<file path="src/rtl/wbc_ram_pkg.sv">
// rtl/wbc_ram_pkg.sv - shared types and constants for the two-master RAM arbiter
package wbc_ram_pkg;

    localparam int AW_DEFAULT = 13;

    localparam int M0 = 0;
    localparam int M1 = 1;

    typedef enum logic [1:0] {
        ST_IDLE   = 2'd0,
        ST_ACCESS = 2'd1,
        ST_ACK    = 2'd2
    } state_t;

    function automatic logic [1:0] idx_to_onehot(input logic idx);
        return idx ? 2'b10 : 2'b01;
    endfunction

endpackage

</file>
<file path="src/rtl/wbc_ram_arb_if.sv">
// rtl/wbc_ram_arb_if.sv - Wishbone classic master port seen from the RAM arbiter
interface wbc_ram_arb_if #(
    parameter int AW = wbc_ram_pkg::AW_DEFAULT
);
    logic          cyc_i;
    logic          stb_i;
    logic          we_i;
    logic [1:0]    sel_i;
    logic [AW-1:0] adr_i;
    logic [15:0]   dat_i;
    logic [15:0]   dat_o;
    logic          ack_o;

    modport master (
        output cyc_i, stb_i, we_i, sel_i, adr_i, dat_i,
        input  dat_o, ack_o
    );

    modport slave (
        input  cyc_i, stb_i, we_i, sel_i, adr_i, dat_i,
        output dat_o, ack_o
    );
endinterface

</file>
<file path="src/rtl/wbc_rr_arb2.sv">
// rtl/wbc_rr_arb2.sv - two-requester round-robin or fixed-priority arbiter
module wbc_rr_arb2 #(
    parameter bit RR = 1'b1
) (
    input  logic [1:0] i_req,
    input  logic       i_last,
    output logic [1:0] o_grant
);

    // One-hot grant; on a tie round-robin favours the master that did not win last
    always_comb begin
        o_grant = 2'b00;
        case (i_req)
            2'b01:   o_grant = 2'b01;
            2'b10:   o_grant = 2'b10;
            2'b11: begin
                if (RR) begin
                    o_grant = i_last ? 2'b01 : 2'b10;
                end else begin
                    o_grant = 2'b01;
                end
            end
            default: o_grant = 2'b00;
        endcase
    end

endmodule

</file>
<file path="src/rtl/wbc_ram_arb.sv">
// rtl/wbc_ram_arb.sv - two-master Wishbone arbiter and access sequencer for the LUT RAM
module wbc_ram_arb
    import wbc_ram_pkg::*;
#(
    parameter int AW = AW_DEFAULT,
    parameter bit RR = 1'b1
) (
    input  logic          wb_clk_i,
    input  logic          wb_rst_n,
    wbc_ram_arb_if.slave  m0,
    wbc_ram_arb_if.slave  m1,
    output logic [AW-1:0] ram_addr_o,
    output logic [15:0]   ram_din_o,
    output logic          ram_we_o,
    output logic [1:0]    ram_be_o,
    input  logic [15:0]   ram_dout_i,
    output logic [1:0]    grant_o
);

    state_t      r_state;
    logic        r_owner;
    logic        r_last;
    logic [1:0]  r_ack;
    logic [15:0] r_dat0;
    logic [15:0] r_dat1;

    logic [1:0]  w_req;
    logic [1:0]  w_grant;
    logic        w_grant_now;
    logic        w_win;
    logic        w_sel_idx;
    logic        w_owner_req;

    assign w_req = {m1.cyc_i & m1.stb_i, m0.cyc_i & m0.stb_i};

    wbc_rr_arb2 #(
        .RR (RR)
    ) u_arb (
        .i_req   (w_req),
        .i_last  (r_last),
        .o_grant (w_grant)
    );

    // A grant only happens from IDLE; ACCESS/ACK never look at new requests
    assign w_grant_now = (r_state == ST_IDLE) && (w_req != 2'b00);
    assign w_win       = w_grant[1];
    assign w_sel_idx   = w_grant_now ? w_win : r_owner;
    assign w_owner_req = r_owner ? w_req[1] : w_req[0];

    // RAM port mux: winner during the grant cycle, registered owner afterwards
    always_comb begin
        ram_addr_o = m0.adr_i;
        if (w_grant_now || (r_state != ST_IDLE)) begin
            ram_addr_o = w_sel_idx ? m1.adr_i : m0.adr_i;
        end
        ram_be_o  = w_sel_idx ? m1.sel_i : m0.sel_i;
        ram_din_o = r_owner ? m1.dat_i : m0.dat_i;
        ram_we_o  = w_grant_now && (w_win ? m1.we_i : m0.we_i);
        grant_o   = 2'b00;
        if (w_grant_now) begin
            grant_o = w_grant;
        end else if (r_state != ST_IDLE) begin
            grant_o = idx_to_onehot(r_owner);
        end
    end

    // Access sequencer: grant, one RAM cycle, one ack cycle, then back to idle
    always_ff @(posedge wb_clk_i) begin
        if (!wb_rst_n) begin
            r_state <= ST_IDLE;
            r_owner <= 1'(M0);
            r_last  <= 1'(M1);
            r_ack   <= 2'b00;
            r_dat0  <= 16'h0000;
            r_dat1  <= 16'h0000;
        end else begin
            case (r_state)
                ST_IDLE: begin
                    if (w_grant_now) begin
                        r_owner <= w_win;
                        r_last  <= w_win;
                        r_state <= ST_ACCESS;
                    end
                end
                ST_ACCESS: begin
                    if (w_owner_req) begin
                        if (r_owner) begin
                            r_ack[1] <= 1'b1;
                            r_dat1   <= ram_dout_i;
                        end else begin
                            r_ack[0] <= 1'b1;
                            r_dat0   <= ram_dout_i;
                        end
                    end
                    r_state <= ST_ACK;
                end
                ST_ACK: begin
                    r_ack   <= 2'b00;
                    r_state <= ST_IDLE;
                end
                default: begin
                    r_ack   <= 2'b00;
                    r_state <= ST_IDLE;
                end
            endcase
        end
    end

    assign m0.ack_o = r_ack[0];
    assign m1.ack_o = r_ack[1];
    assign m0.dat_o = r_dat0;
    assign m1.dat_o = r_dat1;

endmodule

</file>
<file path="src/flat_wrapper.sv">
// flat-port wrapper written by rule: the top's interface ports become plain ports
module wbc_ram_arb_flat import wbc_ram_pkg::*;
#(
    parameter int AW = AW_DEFAULT,
    parameter bit RR = 1'b1
)
  (wb_clk_i, wb_rst_n, ram_addr_o, ram_din_o, ram_we_o, ram_be_o, ram_dout_i, grant_o, m0_cyc_i, m0_stb_i, m0_we_i, m0_sel_i, m0_adr_i, m0_dat_i, m0_dat_o, m0_ack_o, m1_cyc_i, m1_stb_i, m1_we_i, m1_sel_i, m1_adr_i, m1_dat_i, m1_dat_o, m1_ack_o);
  wbc_ram_arb_if #(.AW(AW)) m0_i ();
  wbc_ram_arb_if #(.AW(AW)) m1_i ();
  input  logic wb_clk_i;
  input  logic wb_rst_n;
  output logic [AW-1:0] ram_addr_o;
  output logic [15:0] ram_din_o;
  output logic ram_we_o;
  output logic [1:0] ram_be_o;
  input  logic [15:0] ram_dout_i;
  output logic [1:0] grant_o;
  input wire logic [$bits(m0_i.cyc_i)-1:0] m0_cyc_i;
  input wire logic [$bits(m0_i.stb_i)-1:0] m0_stb_i;
  input wire logic [$bits(m0_i.we_i)-1:0] m0_we_i;
  input wire logic [$bits(m0_i.sel_i)-1:0] m0_sel_i;
  input wire logic [$bits(m0_i.adr_i)-1:0] m0_adr_i;
  input wire logic [$bits(m0_i.dat_i)-1:0] m0_dat_i;
  output wire logic [$bits(m0_i.dat_o)-1:0] m0_dat_o;
  output wire logic [$bits(m0_i.ack_o)-1:0] m0_ack_o;
  input wire logic [$bits(m1_i.cyc_i)-1:0] m1_cyc_i;
  input wire logic [$bits(m1_i.stb_i)-1:0] m1_stb_i;
  input wire logic [$bits(m1_i.we_i)-1:0] m1_we_i;
  input wire logic [$bits(m1_i.sel_i)-1:0] m1_sel_i;
  input wire logic [$bits(m1_i.adr_i)-1:0] m1_adr_i;
  input wire logic [$bits(m1_i.dat_i)-1:0] m1_dat_i;
  output wire logic [$bits(m1_i.dat_o)-1:0] m1_dat_o;
  output wire logic [$bits(m1_i.ack_o)-1:0] m1_ack_o;
  assign m0_i.cyc_i = m0_cyc_i;
  assign m0_i.stb_i = m0_stb_i;
  assign m0_i.we_i = m0_we_i;
  assign m0_i.sel_i = m0_sel_i;
  assign m0_i.adr_i = m0_adr_i;
  assign m0_i.dat_i = m0_dat_i;
  assign m0_dat_o = m0_i.dat_o;
  assign m0_ack_o = m0_i.ack_o;
  assign m1_i.cyc_i = m1_cyc_i;
  assign m1_i.stb_i = m1_stb_i;
  assign m1_i.we_i = m1_we_i;
  assign m1_i.sel_i = m1_sel_i;
  assign m1_i.adr_i = m1_adr_i;
  assign m1_i.dat_i = m1_dat_i;
  assign m1_dat_o = m1_i.dat_o;
  assign m1_ack_o = m1_i.ack_o;
  wbc_ram_arb #(.AW(AW), .RR(RR)) u_core (.wb_clk_i(wb_clk_i), .wb_rst_n(wb_rst_n), .m0(m0_i), .m1(m1_i), .ram_addr_o(ram_addr_o), .ram_din_o(ram_din_o), .ram_we_o(ram_we_o), .ram_be_o(ram_be_o), .ram_dout_i(ram_dout_i), .grant_o(grant_o));
endmodule
</file>
<file path="config.mk">
export PLATFORM = sky130hd
export DESIGN_NAME = wbc_ram_arb_flat
export DESIGN_NICKNAME = d
export VERILOG_FILES = /design/src/rtl/wbc_ram_pkg.sv /design/src/rtl/wbc_ram_arb_if.sv /design/src/rtl/wbc_rr_arb2.sv /design/src/rtl/wbc_ram_arb.sv /design/src/flat_wrapper.sv
export SDC_FILE = /design/constraint.sdc
export NUM_CORES = 1
export LEC_CHECK = 0
export ABC_AREA = 1
export CORE_MARGIN = 10
export CORE_UTILIZATION = 35
export DETAILED_ROUTE_END_ITERATION = 10
export PLACE_DENSITY = 0.86
export SYNTH_ARGS = -nofsm -noshare
export SYNTH_HDL_FRONTEND = slang
export SYNTH_SLANG_ARGS = --single-unit
</file>
<file path="constraint.sdc">
create_clock -name wb_clk_i -period 1.75 [get_ports wb_clk_i]
set_input_delay 0.35 -clock wb_clk_i [delete_from_list [all_inputs] [get_ports wb_clk_i]]
set_output_delay 0.35 -clock wb_clk_i [all_outputs]
set_load 0.005 [all_outputs]
</file>
==> results_dict.tcl, run 1 <==
set metrics [dict create \
    drive_gt1_share_pct 21.6 \
    grt_setup_unrepaired "yes" \
    routedWlPerCell_um 16.3 \
    first_iter_violations 91 \
    coreArea_um2 5170 \
    ctsHoldBuffers 0 \
    synth_warnings 0 \
    die_height_um 93.5 \
    ant_nets 0 \
    hold-path-endpoint "u_core.r_ack[0]$_SDFFE_PN0P_" \
    drc 0 \
    antenna_found_initial 0 \
    cts_buffers 5 \
    startpoint_type "flop" \
    rrSetupSlack_ns 0.35 \
    synth_top_area_cell "dfxtp_1" \
    firstDrtPassIters 4 \
    status "finished with violations" \
    h-tree-depth 2 \
    antenna_cells 0 \
    grt_usage_pct 19.5 \
    crit_buf_inv 4 \
    crit_fanout 14 \
    netlist_area_um2 1890 \
    fin_cells 534 \
    clkSinkCount 38 \
    cts-root-buf "clkbuf_8" \
    clock_skew_ns 0.00703 \
    cts_tree "done" \
    grt_overflow 0 \
    finalCoreUtilization_pct 73.2 \
    fmax_ghz 0.569 \
    relSlewSlack_pct 78.4 \
    synth.distinct_cells 20 \
    viasPerCell 4.65 \
    routed_wl_um 8730 \
    final-hold-violation-count 0 \
    ioPinCount 154 \
    holdCritStartpoint "u_core.r_ack[0]$_SDFFE_PN0P_" \
    num_rows 26 \
    clk_latency_ns 0.30 \
    initial_core_util_pct 36.6 \
    clk_pin_slew_ns 0.07 \
    endpoint_kind "output port" \
    netlist.area_leader.share_pct 40.2 \
    grt_max_degree 18 \
    setup_viol_count_final 3 \
    ys_ff_latch 38 \
    p_leak_nw 1.79 \
    fin_crit_ns 1.76 \
    syn-num-nets 371 \
    place_congestion 0.868 \
    crit_type "flop to output port" \
    seq_area_frac_synth_pct 40.2 \
    drv_slew 0 \
    vias 2484 \
    drv_cap 0 \
    ir_drop_uv 678 \
    cts_buffer_depth 2 \
    r2r_end "u_core.m0.dat_o[11]$_SDFFE_PN0P_" \
    crit_slowest_cell "dfxtp_2" \
    min_period_over_period_pct 100 \
    tightest_slew_ns 0.323 \
    area_delta_synth_final_pct 99.9 \
    dp_hpwl_um 6840 \
    dp.cells 516 \
    avgSynthCellArea_um2 6.64 \
    power_density_nw_per_um2 593 \
    r2r_cells 8 \
    portBuffers 153 \
    hold-path-cell-count 2 \
    cp.arrival_ns 1.41 \
    die_x_um 93.5 \
    cpLargestDelayFamily "flip-flops" \
    worstReg2RegStart "u_core.r_owner$_SDFFE_PN0P_" \
    syn_inst 285 \
    finish.net_count 549 \
    slowest_delay_ns 0.34 \
    hold_class "flop to flop" \
    grt_pass1_vias 2599 \
    failed_checks "negative setup slack" \
    setup_slack_ns -0.00681 \
    dieArea_um2 8750 \
    required_ns 1.40 \
    yosys-top-cells-area "dfxtp_1 40%, nand2_1 21%, nor2_1 12%, o21ai_0 7.7%, buf_6 3.0%" \
    worstPathCellList "inv_2 > o21ai_2 > nand2_2 > nand2_4 > buf_12 > inv_12 > nand2_2 > nand2_2 > buf_6" \
    grt_pass1_wl_um 13600 \
    crit_top_cell "nand2_2" \
]
[worst max path at each step]
stage / from / cells past startpoint / to
floorplan: m0_cyc_i / 8 / ram_addr_o[10]
global placement: m1_cyc_i / 10 / ram_addr_o[10]
detailed placement: m0_stb_i / 9 / ram_addr_o[4]
CTS: u_core.r_state[1]$_SDFFE_PN0N_ / 7 / ram_be_o[1]
global route: u_core.r_last$_SDFFE_PN1P_ / 9 / ram_addr_o[5]
finish: u_core.r_last$_SDFFE_PN1P_ / 9 / ram_addr_o[10]
[stage by stage]
step	hold WS (ns)	TNS (ns)	area, um2	power, mW	worst slack (ns)
2_1_floorplan	0.433	0	1890	1.13	0.400
3_3_place_gp	0.445	-10.77	3570	1.60	-0.619
3_5_place_dp	0.468	-11.47	3570	1.61	-0.675
4_1_cts	0.481	-0.0729	3770	2.24	-0.0432
5_1_grt	0.525	-1.12	3780	2.35	-0.0862
6_report	0.475	-0.0147	3780	2.25	-0.00681
[cell families (layout without fill, tap and decap cells)]
logic type             count (synthesis)  after routing  share of synthesized area (%)
DFF                                   38             38                           40.2
AOI/OAI and AO/OA                     42             42                           11.7
buffers and inverters                 23            202                           7.20
and+or+nand+nor                      182            182                           40.9
[power breakdown]
| part | internal, mW | leakage, nW | switching (mW) |
|---|---|---|---|
| logic | 0.417 | 1.43 | 0.299 |
| registers | 0.886 | 0.308 | 0.0151 |
| clock network | 0.316 | 0.0472 | 0.311 |
[cell type report]
| class | count | area [um2] |
|---|---|---|
| timing repair buffer | 183 | 1710 |
| fill | 399 | 1390 |
| multi-input combinational | 224 | 1060 |
| sequential | 38 | 766 |
| tap | 70 | 87.6 |
| clock buffer | 6 | 82.6 |
| inverter | 11 | 61.3 |
| clock inverter | 2 | 12.5 |
[per-layer routing]
layer | global-route usage (%) | routed length [um] | vias to the layer above
li1 | - | - | 1246
met1 | 20.1 | 3360 | 1104
met2 | 34.3 | 4160 | 123
met3 | 9.67 | 1090 | 11
met4 | 4.81 | 127 | 0
met5 | 0 | 0 | -
[cell usage after synthesis]
cell        n
a21oi_2     2
clkbuf_1    5
nor2_8      2
inv_4       2
nand3_4     2
inv_2       4
o21ai_0    29
a21oi_1     3
nand2_2     1
buf_4       2
nand3_1     3
nor2_4      1
nor2_1     60
dfxtp_1    38
inv_1       5
nor2_2      7
o21ai_1     7
o21ai_2     1
buf_6       5
nand2_1   106
[cells in the final DEF, fill, tap and decap left out, types with 4 or more instances in the layout]
cell type,n
buf_2,12
buf_4,25
buf_6,5
clkbuf_8,6
clkdlybuf4s15_1,7
clkdlybuf4s50_1,115
dfxtp_1,34
dfxtp_2,4
dlygate4sd2_1,14
inv_2,4
nand2_1,91
nand2_2,14
nor2_1,59
nor2_2,7
o21ai_0,29
o21ai_1,6
[state kept, by name, indices dropped and copies added (netlist names)]
name / flops
u_core.r_last: 1
u_core.r_ack: 2
u_core.m0.dat_o: 16
u_core.r_owner: 1
u_core.m1.dat_o: 16
u_core.r_state: 2
[worst reg2reg max path: stages, from the launching register on]
cell	delay [ns]
dfxtp_2	0.33
inv_2	0.09
buf_12	0.13
buf_4	0.14
nand3_4	0.11
nor2_8	0.14
inv_2	0.14
nor2_1	0.15
nor2_1	0.07
[repair_timing]
item / 4_1_cts / 5_1_grt
gates cloned: 1 / 0
endpoints found under the hold margin: 0 / 0
pin swaps: 6 / 8
buffers inserted: 11 / 0
setup endpoints to repair: 34 / 22
resized for setup: 116 / 23
(Power assumes the default switching activity.)
==> run 2: changes to the inputs <==
- ABC_AREA: 1 -> 0
- CORE_UTILIZATION: 35 -> 36
==> run 2 against run 1 <==
  * The flow still finishes with violations (negative setup slack)
  * Sequential share of layout area fell by 1.6 points
  * Final area rose by 9.3%
  * Routed wire length rose by 11%
  * Core utilization rose by 5.8 points
  * First-iteration DRC count rose by 74%
  * Sequential cell count did not move
  * Non-clock buffer count rose by 17
  * Critical path type unchanged
==> results_dict.tcl, run 2 <==
set metrics [dict create \
    synth_warnings 0 \
    ys_ff_latch 38 \
    synthFlopType "dfxtp_1" \
    coreArea_um2 5240 \
    place_ws_ns -0.861 \
    clock_skew_ns 0.00812 \
    endpoint "ram_addr_o[2]" \
    required_ns 1.40 \
    tightest_slew_ns 0.314 \
    min_period_over_period_pct 120 \
    final_common_cell "clkdlybuf4s50_1" \
    routedWlPerCell_um 20.3 \
    crit_type "flop to output port" \
    setup_slack_ns -0.356 \
    portBuffers 153 \
    area_delta_synth_final_pct 108 \
    finalInstanceArea_um2 4140 \
    cts-root-buf "clkbuf_8" \
    grt_usage_pct 19.8 \
    seq_area_frac_synth_pct 38.3 \
    ioPinCount 154 \
    n_fill_cell 342 \
    synth_commonest_cells "38 x dfxtp_1, 35 x nand3_1, 35 x o21ai_0" \
    hold_class "flop to flop" \
    cp.arrival_ns 1.76 \
    clk_latency_ns 0.28 \
    final-hold-violation-count 0 \
    placed_area_um2 3710 \
    clkSinkCount 38 \
    first_iter_violations 158 \
    async_reset_ff_share_pct 0 \
    mostFrequentLayoutCells "115 x clkdlybuf4s50_1, 36 x buf_6, 35 x nand3_1, 35 x dfxtp_1, 33 x a21oi_1" \
    worstReg2RegStart "u_core.r_state[1]$_SDFFE_PN0N_" \
    crit_path_start "u_core.r_state[0]$_SDFFE_PN0N_" \
    place_congestion 0.888 \
    ir_drop_uv 461 \
    synth_edf_count 0 \
    status "finished with violations" \
    clk_pin_slew_ns 0.07 \
    fmax_ghz 0.475 \
    dp_hpwl_um 6800 \
    antenna_found_initial 0 \
    startpoint_type "flop" \
    setup_viol_count_final 16 \
    failed_checks "negative setup slack" \
    routed_wl_um 9720 \
    setup_tns_ns -4.72 \
    syn_inst 222 \
    r2r_cells 6 \
    num_rows 26 \
    netlist.area_leader.share_pct 38.3 \
    grt_max_degree 36 \
    h-tree-depth 2 \
    worstPathCellList "nand4bb_4 > o21ai_4 > buf_6 > buf_6 > mux2_4 > buf_6" \
    ctsHoldBuffers 0 \
    grt_setup_unrepaired "yes" \
    drive_gt1_share_pct 31.0 \
    slowest_delay_ns 0.36 \
    synth.distinct_cells 33 \
    die_x_um 94.3 \
    cts_buffers 5 \
    endpoint_kind "output port" \
    initial_core_util_pct 38.0 \
    netlist_area_um2 1990 \
    r2r_end "u_core.m1.dat_o[10]$_SDFFE_PN0P_" \
    crit_fanout 4 \
    crit_top_cell "buf_6" \
    yosys-top-cells-area "dfxtp_1 38%, mux2_2 11%, nand3_1 8.8%, o21ai_0 8.8%, a21oi_1 8.3%" \
    avgSynthCellArea_um2 8.96 \
    grt_pass1_vias 2645 \
    p_leak_nw 1.58 \
    antenna_cells 0 \
    grt_overflow 0 \
    firstDrtPassIters 4 \
    rrSetupSlack_ns 0.21 \
    drc 0 \
    syn-num-nets 308 \
    grt_pass1_wl_um 14100 \
    drv_cap 0 \
    fin_crit_ns 2.11 \
    dieArea_um2 8900 \
    die_height_um 94.3 \
    drv_slew 0 \
    synth_top_area_cell "dfxtp_1" \
    cts_tree "done" \
    crit_slowest_cell "dfxtp_4" \
    finish.net_count 495 \
    ant_nets 0 \
    power_density_nw_per_um2 547 \
    viasPerCell 5.27 \
    cts_buffer_depth 2 \
    relSlewSlack_pct 79.0 \
    vias 2528 \
    synth_most_common_cell "dfxtp_1" \
]
[run 2: stage by stage]
step                      std cells  util (%)  total power [mW]  hold WS [ns]
after floorplan                 222         -              1.12         0.449
after global placement          449      70.8              1.54         0.461
after detailed placement        449      70.8              1.55         0.468
after CTS                       473      77.5              2.23         0.477
after global routing            480      79.0              2.35         0.500
final                           480      79.0              2.26         0.474
[run 2: worst max-delay path: cells and delay by family, from the launching register on]
family	cells	cell delay, ns
AOI/OAI and AO/OA	1	0.22
muxes	1	0.31
and+or+nand+nor	1	0.24
DFF	1	0.36
buffers and inverters	3	0.36
[run 2: logic make-up after synthesis]
kind of cell | share of synthesized area, %
buffers and inverters | 6.29
muxes | 18.1
AOI/OAI and AO/OA | 21.8
DFF | 38.3
and+or+nand+nor | 15.5
[run 2: routing by layer]
layer	GRT usage (%)	share of wire, %
met1	20.1	33
met2	37.8	57
met3	7.43	8.3
met4	3.54	1.6
met5	0	0
[run 2: how the worst min path moves through the flow]
| stage | start | to | slack, ns | depth (start not counted) |
|---|---|---|---|---|
| floorplan | u_core.r_last$_SDFFE_PN1P_ | u_core.r_last$_SDFFE_PN1P_ | 0.45 | 1 |
| global placement | u_core.m0.dat_o[10]$_SDFFE_PN0P_ | u_core.m0.dat_o[10]$_SDFFE_PN0P_ | 0.46 | 2 |
| detailed placement | u_core.m0.dat_o[8]$_SDFFE_PN0P_ | u_core.m0.dat_o[8]$_SDFFE_PN0P_ | 0.47 | 2 |
| CTS | u_core.m0.dat_o[8]$_SDFFE_PN0P_ | u_core.m0.dat_o[8]$_SDFFE_PN0P_ | 0.48 | 2 |
| global route | u_core.m0.dat_o[8]$_SDFFE_PN0P_ | u_core.m0.dat_o[8]$_SDFFE_PN0P_ | 0.50 | 2 |
| finish | u_core.m0.dat_o[8]$_SDFFE_PN0P_ | u_core.m0.dat_o[8]$_SDFFE_PN0P_ | 0.47 | 2 |
[run 2: power breakdown]
part	internal [mW]	switching, mW	total [mW]	leakage [nW]
registers	0.878	0.0134	0.891	0.309
clock network	0.318	0.284	0.602	0.0482
logic	0.503	0.265	0.767	1.23
[run 2: cell type report]
| cell class | count | area [um2] | share of cell area, % |
|---|---|---|---|
| repair buffers | 200 | 2010 | 48.7 |
| flip-flops and latches | 38 | 772 | 18.7 |
| inverters | 2 | 7.51 | 0.182 |
| multi-input cells | 162 | 1160 | 28.1 |
| clock inverters | 1 | 5.00 | 0.121 |
| well taps | 70 | 87.6 | 2.12 |
| clock buffers | 7 | 86.3 | 2.09 |
[run 2: timing repair]
item / in CTS / in global routing
pin swaps: 8 / 5
setup buffers: 14 / 8
resized for setup: 178 / 25
cloned: 2 / 1
setup endpoints to repair: 34 / 24
==> run 3: changes to the inputs <==
- CORE_UTILIZATION: 36 -> 37
- CTS_BUF_LIST: not set -> sky130_fd_sc_hd__clkbuf_4
- PLACE_DENSITY: 0.86 -> 0.88
==> run 3 against run 2 <==
  * The run still ends with negative setup slack left
  * First-iteration DRC count increased by 5.7%
  * Sequential share of layout area decreased by 0.87 points
  * Combinational power increased by 13%
  * Non-clock buffer count increased by 13
  * Worst setup slack got worse by 0.084 ns
  * Die area decreased by 2.1%
  * Final area increased by 4.7%
  * Sequential cell count unchanged
==> results_dict.tcl, run 3 (synthesis results as in run 2) <==
set metrics [dict create \
    grt_usage_pct 21.5 \
    die_height_um 93.3 \
    relSlewSlack_pct 76.7 \
    endpoint_kind "output port" \
    cts_tree "done" \
    r2r_cells 7 \
    die_x_um 93.3 \
    status "finished with violations" \
    drv_cap 0 \
    routed_wl_um 10700 \
    finish.net_count 508 \
    hold_ws_ns 0.482 \
    swShare_pct 27.0 \
    first_iter_violations 167 \
    num_rows 26 \
    fmax_ghz 0.457 \
    crit_fanout 6 \
    ir_drop_uv 441 \
    min_period_over_period_pct 125 \
    clk_latency_ns 0.34 \
    startpoint_type "flop" \
    ant_nets 0 \
    cts_buffer_depth 2 \
    area_delta_synth_final_pct 118 \
    initial_core_util_pct 38.4 \
    vias 2706 \
    required_ns 1.40 \
    power.switching_uw 598 \
    place_congestion 0.791 \
    cp.arrival_ns 1.84 \
    setup_slack_ns -0.440 \
    cts_buffers 5 \
    grt_pass1_wl_um 15000 \
    mostFrequentLayoutCells "115 x clkdlybuf4s50_1, 50 x buf_6, 35 x nand3_1, 34 x o21ai_0, 34 x dfxtp_1" \
    ioPinCount 154 \
    failed_checks "negative setup slack" \
    grt_overflow 0 \
    drive_gt1_share_pct 34.5 \
    p_leak_nw 1.70 \
    final-seq-area_um2 771 \
    grt_setup_unrepaired "yes" \
    antenna_found_initial 1 \
    hold-path-cell-count 2 \
    dp_hpwl_um 6550 \
    portBuffers 153 \
    clkPwrFrac_pct 20.5 \
    crit_type "flop to output port" \
    final-hold-violation-count 0 \
    share_comb_of_total_power_pct 39.2 \
    sequentialPowerShare_pct 40.3 \
    grt_pass1_vias 2780 \
    drc 0 \
    n_fill_cell 283 \
    placed_area_um2 3710 \
    hold_class "flop to flop" \
    multiInputGateArea_um2 1220 \
    h-tree-depth 2 \
    setup_tns_ns -7.82 \
    finalInstanceArea_um2 4330 \
    intPower_mw 1.61 \
    firstDrtPassIters 5 \
    clock_skew_ns 0.0181 \
    grt_max_degree 37 \
    drv_slew 0 \
    viasPerCell 5.48 \
    fin_crit_ns 2.19 \
    final_common_cell "clkdlybuf4s50_1" \
    worstReg2RegStart "u_core.r_owner$_SDFFE_PN0P_" \
    tightest_slew_ns 0.350 \
    clk_pin_slew_ns 0.12 \
    r2r_end "u_core.m0.dat_o[9]$_SDFFE_PN0P_" \
    clkSinkCount 38 \
    power_density_nw_per_um2 511 \
    rrSetupSlack_ns 0.10 \
    holdCritStartpoint "u_core.m0.dat_o[5]$_SDFFE_PN0P_" \
    dieArea_um2 8710 \
    setup_viol_count_final 32 \
    coreArea_um2 5170 \
    routedWlPerCell_um 21.7 \
    hold-path-endpoint "u_core.m0.dat_o[5]$_SDFFE_PN0P_" \
    cts-root-buf "clkbuf_4" \
    finalCoreUtilization_pct 83.7 \
]
[run 3: cell types whose count changed in the layout (fill, tap and decap cells not counted), moves of 5 or more]
cell	change
clkbuf_8	-6
buf_4	+5
clkbuf_2	-6
clkdlybuf4s15_1	-5
mux2_2	-11
clkbuf_4	+6
buf_6	+14
mux2_4	+11
[run 3: cell type report]
type	instances	area share, %
repair buffers	213	50.4
inverters	2	0.173
flip-flops and latches	38	17.8
well taps	70	2.02
clock buffers	6	1.04
diodes	1	0.0578
clock inverters	2	0.202
multi-input cells	162	28.3
[run 3: worst max-delay path, stage by stage, from the launching register on]
cell and delay, ns:
dfxtp_2 0.35, nand4bb_4 0.23, o21ai_4 0.21, clkbuf_16 0.19, buf_6 0.10, mux2_4 0.30, buf_6 0.12
[run 3: repair_timing]
action,in CTS,in global routing
cloned,4,0
setup buffers,24,10
pin swaps,6,7
hold buffers,0,0
setup endpoints to repair,34,34
resized for setup,205,40
[run 3: how the worst max path moves through the flow]
stage                                              start              to  slack [ns]
final                     u_core.r_state[0]$_SDFFE_PN0N_   ram_addr_o[7]       -0.44
after global routing      u_core.r_state[0]$_SDFFE_PN0N_   ram_addr_o[8]       -0.50
after CTS                 u_core.r_state[1]$_SDFFE_PN0N_   ram_addr_o[2]       -0.46
after detailed placement                        m1_stb_i     ram_be_o[0]       -0.83
after global placement                          m1_stb_i     ram_be_o[1]       -0.81
after floorplan                                 m0_cyc_i  ram_addr_o[10]        0.11
[run 3: stage by stage]
step                      setup WS, ns  power (mW)  cells
after floorplan                  0.114        1.12    222
after global placement          -0.808        1.54    449
after detailed placement        -0.835        1.55    449
after CTS                       -0.457        2.13    485
after global routing            -0.497        2.30    494
final                           -0.440        2.21    494
[run 3: routing by layer]
metal | up-vias | GRT usage [%] | part of all wire [%]
met4 | 0 | 9.90 | 5.3
met5 | - | 0 | 0
met1 | 1260 | 21.1 | 35
met2 | 183 | 39.7 | 51
li1 | 1221 | - | -
met3 | 42 | 7.03 | 8.6
[run 3: power by group through the flow]
stage | sequential [mW] | combinational [mW] | clock (mW)
after floorplan | 0.908 | 0.211 | 0
after global placement | 0.908 | 0.629 | 0
after detailed placement | 0.909 | 0.644 | 0
after CTS | 0.890 | 0.788 | 0.451
after global routing | 0.892 | 0.908 | 0.497
final | 0.890 | 0.867 | 0.454
